$ cat src/rtl/seq_loop_sequencer.sv
// Control FSM for one HLS-style sequential loop: PRE, BODY_STAGES body states per
// iteration, POST, DONE. Exports state and iteration/quit/finish strobes for monitoring.
module seq_loop_sequencer #(
   parameter int CNT_WIDTH   = 16,
   parameter int BODY_STAGES = 3,
   parameter int FSM_WIDTH   = 3,
   localparam int STAGE_W    = (BODY_STAGES > 1) ? $clog2(BODY_STAGES) : 1
) (
   input  logic                 clock,
   input  logic                 reset,
   input  logic                 ap_start,
   input  logic [CNT_WIDTH-1:0] trip_count,
   input  logic                 abort,
   input  logic                 body_ack,
   output logic                 ap_ready,
   output logic                 ap_idle,
   output logic                 ap_done,
   output logic                 body_en,
   output logic [STAGE_W-1:0]   body_stage,
   output logic [CNT_WIDTH-1:0] iter_idx,
   output logic [FSM_WIDTH-1:0] cur_state,
   output logic                 iter_start,
   output logic                 iter_end,
   output logic                 loop_quit,
   output logic                 finish,
   output logic                 one_state_loop
);

   typedef enum logic [FSM_WIDTH-1:0] {
      S_IDLE = FSM_WIDTH'(0),
      S_PRE  = FSM_WIDTH'(1),
      S_ITER = FSM_WIDTH'(2),
      S_POST = FSM_WIDTH'(3),
      S_DONE = FSM_WIDTH'(4)
   } state_t;

   state_t               state;
   logic [CNT_WIDTH-1:0] trip_q;
   logic [CNT_WIDTH-1:0] trip_m1;
   logic                 last_stage;
   logic                 last_iter;

   // trip_m1 is only consulted in ITER, which is unreachable with trip_q==0,
   // so the wrap of 0-1 never matters and iter_idx can never overrun.
   assign trip_m1    = trip_q - CNT_WIDTH'(1);
   assign last_stage = (body_stage == STAGE_W'(BODY_STAGES - 1));
   assign last_iter  = (iter_idx == trip_m1);

   // The only input-to-output paths: abort and body_ack steer these two strobes.
   assign iter_end  = (state == S_ITER) && !abort && body_ack && last_stage;
   assign loop_quit = ((state == S_PRE)  && (abort || (trip_q == '0))) ||
                      ((state == S_ITER) && (abort || (iter_end && last_iter)));

   assign finish         = ap_done;
   assign cur_state      = state;
   assign one_state_loop = (BODY_STAGES == 1);

   // NOTE: every register here uses <= so all state updates see the pre-edge
   // values; blocking assignments would make results depend on statement order.
   always_ff @(posedge clock) begin
      if (reset) begin
         state      <= S_IDLE;
         trip_q     <= '0;
         iter_idx   <= '0;
         body_stage <= '0;
         ap_ready   <= 1'b0;
         ap_idle    <= 1'b1;
         ap_done    <= 1'b0;
         body_en    <= 1'b0;
         iter_start <= 1'b0;
      end else begin
         ap_ready   <= 1'b0;
         ap_done    <= 1'b0;
         iter_start <= 1'b0;
         case (state)
            S_IDLE: begin
               if (ap_start) begin
                  trip_q   <= trip_count;
                  ap_ready <= 1'b1;
                  ap_idle  <= 1'b0;
                  state    <= S_PRE;
               end
            end
            S_PRE: begin
               if (abort || (trip_q == '0)) begin
                  state <= S_POST;
               end else begin
                  iter_idx   <= '0;
                  body_stage <= '0;
                  body_en    <= 1'b1;
                  iter_start <= 1'b1;
                  state      <= S_ITER;
               end
            end
            S_ITER: begin
               // abort outranks body_ack: no stage or iteration advance on exit.
               if (abort) begin
                  body_en <= 1'b0;
                  state   <= S_POST;
               end else if (body_ack) begin
                  if (!last_stage) begin
                     body_stage <= body_stage + STAGE_W'(1);
                  end else if (last_iter) begin
                     body_en <= 1'b0;
                     state   <= S_POST;
                  end else begin
                     iter_idx   <= iter_idx + CNT_WIDTH'(1);
                     body_stage <= '0;
                     iter_start <= 1'b1;
                  end
               end
            end
            S_POST: begin
               ap_done <= 1'b1;
               state   <= S_DONE;
            end
            S_DONE: begin
               // ap_start is deliberately not sampled here; IDLE always follows.
               ap_idle <= 1'b1;
               state   <= S_IDLE;
            end
            default: begin
               body_en <= 1'b0;
               ap_idle <= 1'b1;
               state   <= S_IDLE;
            end
         endcase
      end
   end

endmodule

$ cat config.mk
export PLATFORM = sky130hd
export DESIGN_NAME = seq_loop_sequencer
export DESIGN_NICKNAME = d
export VERILOG_FILES = /design/src/rtl/seq_loop_sequencer.sv
export SDC_FILE = /design/constraint.sdc
export NUM_CORES = 1
export LEC_CHECK = 0
export ABC_CLOCK_PERIOD_IN_PS = 4100
export CAP_MARGIN = 20
export CELL_PAD_IN_SITES_DETAIL_PLACEMENT = 1
export CELL_PAD_IN_SITES_GLOBAL_PLACEMENT = 1
export CORE_MARGIN = 3
export CORE_UTILIZATION = 37
export DETAILED_ROUTE_END_ITERATION = 7
export GPL_TIMING_DRIVEN = 0
export PLACE_DENSITY_LB_ADDON = 0.1
export SYNTH_ARGS = -nofsm -noshare
export SYNTH_HDL_FRONTEND = slang
export SYNTH_SLANG_ARGS = --single-unit
$ cat constraint.sdc
create_clock -name clock -period 4.1 [get_ports clock]
set_clock_uncertainty 0.1 [all_clocks]
set_input_delay 0.82 -clock clock [delete_from_list [all_inputs] [get_ports clock]]
set_output_delay 0.82 -clock clock [all_outputs]
set_load 0.02 [all_outputs]
==> out/metrics.csv <==
stage;metric;value;unit
setup_path;worst-path cell chain;buf_2 -> or3_1 -> or4_4 -> xnor2_2 -> a2111o_1 -> a2111oi_4 -> nand2_1 -> nand2_1 -> dlygate4sd2_1;
setup_path;reg2reg start;trip_q[0]$_SDFFE_PP0P_;
global_route;vias in the first global route;2606;
placement;worst setup slack after placement;-0.0253;ns
detailed_routing;post-detailed-route DRC marker count;0;
hold_path;worst hold path class;flop to flop;
power_and_ir_drop;Switch Pwr;373;µW
yosys;area of the mapped netlist;2530;µm²
setup_path;Worst setup SP type;flop;
yosys;number of distinct library cells after synthesis;59;
die;number of core rows;29;
detailed_routing;wire length reported by the detailed router;7.46;mm
yosys;top cell types by occurrence after synthesis;sky130_fd_sc_hd__nand2_1, sky130_fd_sc_hd__dfxtp_1, sky130_fd_sc_hd__a21oi_1;
cts;TritonCTS buffer count;5;
yosys;synth warn;0;
detailed_routing;total number of vias;2545;
power_and_ir_drop;maximum ir drop on the vdd rail;0.136;mV
cts;clock latency on the worst-skew pair;0.30;ns
die;initial core utilization;38.9;%
yosys;largest area contributor in the netlist;sky130_fd_sc_hd__dfxtp_1;
placement;last weighted congestion value of the routability-driven placer;0.840;
finish;Layout Utilization;50.7;%
timing;Final Hold Violating Endpoints;0;
setup_path;cell type of the slowest stage on the worst timing path;sky130_fd_sc_hd__or4_4;
finish;number of fill cells in the layout;828;
hold_path;count of cells along the worst hold path;1;
global_route;overall routing resource usage;20.6;%
yosys;synth top area cells;sky130_fd_sc_hd__dfxtp_1, sky130_fd_sc_hd__nand2_1, sky130_fd_sc_hd__a21oi_1;
power_and_ir_drop;Internal Dissipation;838;µW
timing;Highest Clock Rate;254;MHz
finish;synth-to-layout area growth;30.3;%
yosys;predominant post-synthesis flop cell;sky130_fd_sc_hd__dfxtp_1;
setup_path;most common cell type on the critical path;sky130_fd_sc_hd__nand2_1;
setup_path;worst reg2reg setup slack;0.77;ns
yosys;proportion of register bits with asynchronous set or reset after synthesis;0;%
timing;number of slew-limit violations in the final report;0;
cts;clock slew at reported path FFs;0.09;ns
setup_path;maximum net fanout on the critical path;8;
global_route;total gr overflow;0;
hold_path;Hold Path End;ap_idle$_SDFFE_PP1P_;
yosys;Post-Syn Nets;350;
setup_path;kind of cell with the highest combined delay on the critical path;simple AND/OR/NAND/NOR gates;
power_and_ir_drop;switching share of total power;30.8;%
timing;Final period util;96.2;%
placement;number of input and output port buffers inserted;49;
yosys;most frequently used cell type in the post-synthesis netlist;sky130_fd_sc_hd__nand2_1;
finish;ANT cells;0;
power_and_ir_drop;Cell Pwr Density;368;nW/µm²
yosys;fraction of the yosys area taken by sequential cells;33.3;%
global_route;maximum number of pins on one net before global-route repair;14;
die;core region area;6490;µm²
setup_path;crit path buf inv count;2;
yosys;post-synthesis sequential element count;42;
run;max-capacitance violation count;0;
die;I/O pin total;51;
setup_path;required time worst endpoint;3.18;ns
power_and_ir_drop;clock group share of total power;34.2;%
timing;relative slew slack;57.2;%
power_and_ir_drop;part of the total power dissipated in sequential elements;37.3;%
yosys;count of flip-flops with a built-in enable after synthesis;0;
die;Die H;88.7;µm
timing;Final setup viols;0;
status;outcome;finished clean;
cts;Sink Count;42;
yosys;Syn Area/Cell;7.75;µm²
cts;TritonCTS clock tree;yes;
detailed_routing;average wire length per cell after detail routing;16.1;µm
placement;Area after DPL;3110;µm²
detailed_routing;first-iteration detailed-routing DRC count;75;
detailed_routing;first drt pass iteration count;4;
timing;Worst-Margin Slew;0.640;ns
cts;deepest level of the CTS H-tree;2;
global_route;number of antenna violations at the first check in global routing;0;
finish;layout net count;410;
timing;crit path time final;3.94;ns
die;area of the die;7860;µm²
detailed_routing;vias per std cell;5.48;
cts;number of buffers on the longest clock path;2;
finish;ratio of cells with drive above 1 in the final layout;10.3;%
timing;post-route setup slack;0.156;ns
setup_path;R2R depth;13;
detailed_routing;antenna-violating nets left;0;
yosys;share of Yosys cell area claimed by the top area cell type;33.3;%
hold_path;startpoint of the most critical hold path;ap_idle$_SDFFE_PP1P_;
setup_path;slowest stage delay, CP;0.51;ns
power_and_ir_drop;power share of the combinational group;28.4;%
placement;total half-perimeter wirelength after legalization and detailed placement;5.57;mm
power_and_ir_drop;static leakage;1.25;nW
setup_path;Setup CP Type;flop to primary output;
cts;Clk Tree Root Cell;sky130_fd_sc_hd__clkbuf_8;
setup_path;Critical R2R Capture;iter_idx[6]$_SDFFE_PP0P_;
die;die width;88.7;µm
finish;area of all placed cells without fillers;3290;µm²
setup_path;critical path endpoint category;primary output;
timing;unrepaired setup endpoints after global routing;false;
yosys;synthesized instance count;326;
global_route;first-pass GRT wire length;12.5;mm
setup_path;Worst Path Arrival;3.02;ns
[how the worst max path moves through the flow]
stage	cells after the start	from	slack [ns]	to
floorplan	8	trip_q[2]$_SDFFE_PP0P_	0.72	loop_quit
global placement	8	trip_q[0]$_SDFFE_PP0P_	-0.02	loop_quit
detailed placement	9	trip_q[2]$_SDFFE_PP0P_	-0.03	loop_quit
CTS	11	trip_q[1]$_SDFFE_PP0P_	0.13	loop_quit
global route	11	trip_q[0]$_SDFFE_PP0P_	0.0002	loop_quit
finish	9	trip_q[4]$_SDFFE_PP0P_	0.16	loop_quit
[kinds of logic (layout without fill, tap and decap cells)]
| kind of cell | after synthesis | count (layout) | synth area share [%] |
|---|---|---|---|
| other cells | 1 | 1 | 0.148 |
| xor+xnor | 20 | 20 | 7.23 |
| buf+inv | 31 | 92 | 5.54 |
| fa+ha+maj | 3 | 3 | 1.49 |
| compound gates | 79 | 79 | 21.6 |
| flops | 42 | 42 | 33.3 |
| mux | 5 | 5 | 1.98 |
| simple gates | 145 | 145 | 28.7 |
[state kept, by name, summed over array words and instances (netlist names)]
signal      cells
ap_idle         1
trip_q         16
ap_done         1
iter_start      1
body_en         1
body_stage      2
cur_state       3
iter_idx       16
ap_ready        1
[power by group through the flow]
stage                     combinational [mW]  clock, mW  sequential (mW)
after floorplan                        0.224          0            0.466
after global placement                 0.325          0            0.461
after detailed placement               0.333          0            0.462
after CTS                              0.346      0.421            0.453
after global routing                   0.386      0.438            0.456
final                                  0.345      0.414            0.452
[cells in the final DEF (no fill, tap or decap), types with 4 or more instances in the layout]
master,netlist,layout
sky130_fd_sc_hd__and2_1,6,6
sky130_fd_sc_hd__a211oi_1,4,4
sky130_fd_sc_hd__nand4_1,7,7
sky130_fd_sc_hd__mux2i_1,5,5
sky130_fd_sc_hd__buf_2,4,4
sky130_fd_sc_hd__xnor2_1,9,9
sky130_fd_sc_hd__nand2b_1,4,4
sky130_fd_sc_hd__inv_1,6,6
sky130_fd_sc_hd__dfxtp_1,42,40
sky130_fd_sc_hd__xor2_1,10,10
sky130_fd_sc_hd__a21oi_1,33,33
sky130_fd_sc_hd__or3_1,4,4
sky130_fd_sc_hd__a31o_2,4,4
sky130_fd_sc_hd__clkbuf_8,0,6
sky130_fd_sc_hd__buf_4,3,7
sky130_fd_sc_hd__nor3_1,8,8
sky130_fd_sc_hd__nand2_1,61,61
sky130_fd_sc_hd__and3_1,4,4
sky130_fd_sc_hd__o21ai_0,7,7
sky130_fd_sc_hd__clkbuf_1,16,16
sky130_fd_sc_hd__nand3_1,6,6
sky130_fd_sc_hd__nor2_1,22,22
sky130_fd_sc_hd__nor4_1,7,7
sky130_fd_sc_hd__clkdlybuf4s50_1,0,48
[worst reg2reg max path, cell delays in order (launching register included)]
cell,delay [ns]
sky130_fd_sc_hd__dfxtp_2,0.40
sky130_fd_sc_hd__inv_1,0.08
sky130_fd_sc_hd__ha_1,0.25
sky130_fd_sc_hd__nor3b_4,0.17
sky130_fd_sc_hd__buf_4,0.16
sky130_fd_sc_hd__and4_1,0.22
sky130_fd_sc_hd__and2_1,0.16
sky130_fd_sc_hd__o311ai_1,0.47
sky130_fd_sc_hd__a2111oi_4,0.18
sky130_fd_sc_hd__buf_4,0.17
sky130_fd_sc_hd__buf_4,0.14
sky130_fd_sc_hd__o21ai_2,0.38
sky130_fd_sc_hd__a21oi_1,0.13
sky130_fd_sc_hd__a31o_2,0.22
[per-stage QoR]
step           hold WS [ns]  setup TNS [ns]  cells  power (mW)
2_1_floorplan         0.362               0    326       0.690
3_3_place_gp          0.362         -0.0212    452       0.786
3_5_place_dp          0.373         -0.0253    452       0.795
4_1_cts               0.403               0    464        1.22
5_1_grt               0.426               0    464        1.28
6_report              0.406               0    464        1.21
[layout make-up]
class | instances | area [µm²] | area share [%]
buffer | 25 | 118 | 3.57
clock buffer | 6 | 82.6 | 2.51
clock inverter | 2 | 60.1 | 1.82
inverter | 6 | 22.5 | 0.684
multi-input combinational | 253 | 1550 | 47.1
sequential | 42 | 843 | 25.6
tap | 77 | 96.3 | 2.92
timing repair buffer | 53 | 519 | 15.8
[what timing repair did]
item / CTS / global route
setup endpoints to repair: 1 / 1
hold buffers: 0 / 0
resized for setup: 4 / 1
pin swaps: 1 / 0
buffers inserted: 4 / 0
[per-layer routing]
| metal | GRT usage (%) | share of wire [%] | wire, µm | vias to the layer above |
|---|---|---|---|---|
| li1 | - | - | - | 1269 |
| met4 | 5.36 | 1.1 | 85 | 0 |
| met5 | 0 | 0 | 0 | - |
| met3 | 3.54 | 2.4 | 182 | 8 |
| met2 | 37.2 | 50 | 3750 | 41 |
| met1 | 25.0 | 46 | 3440 | 1227 |
Note: power is estimated with default switching activity, not from simulation.
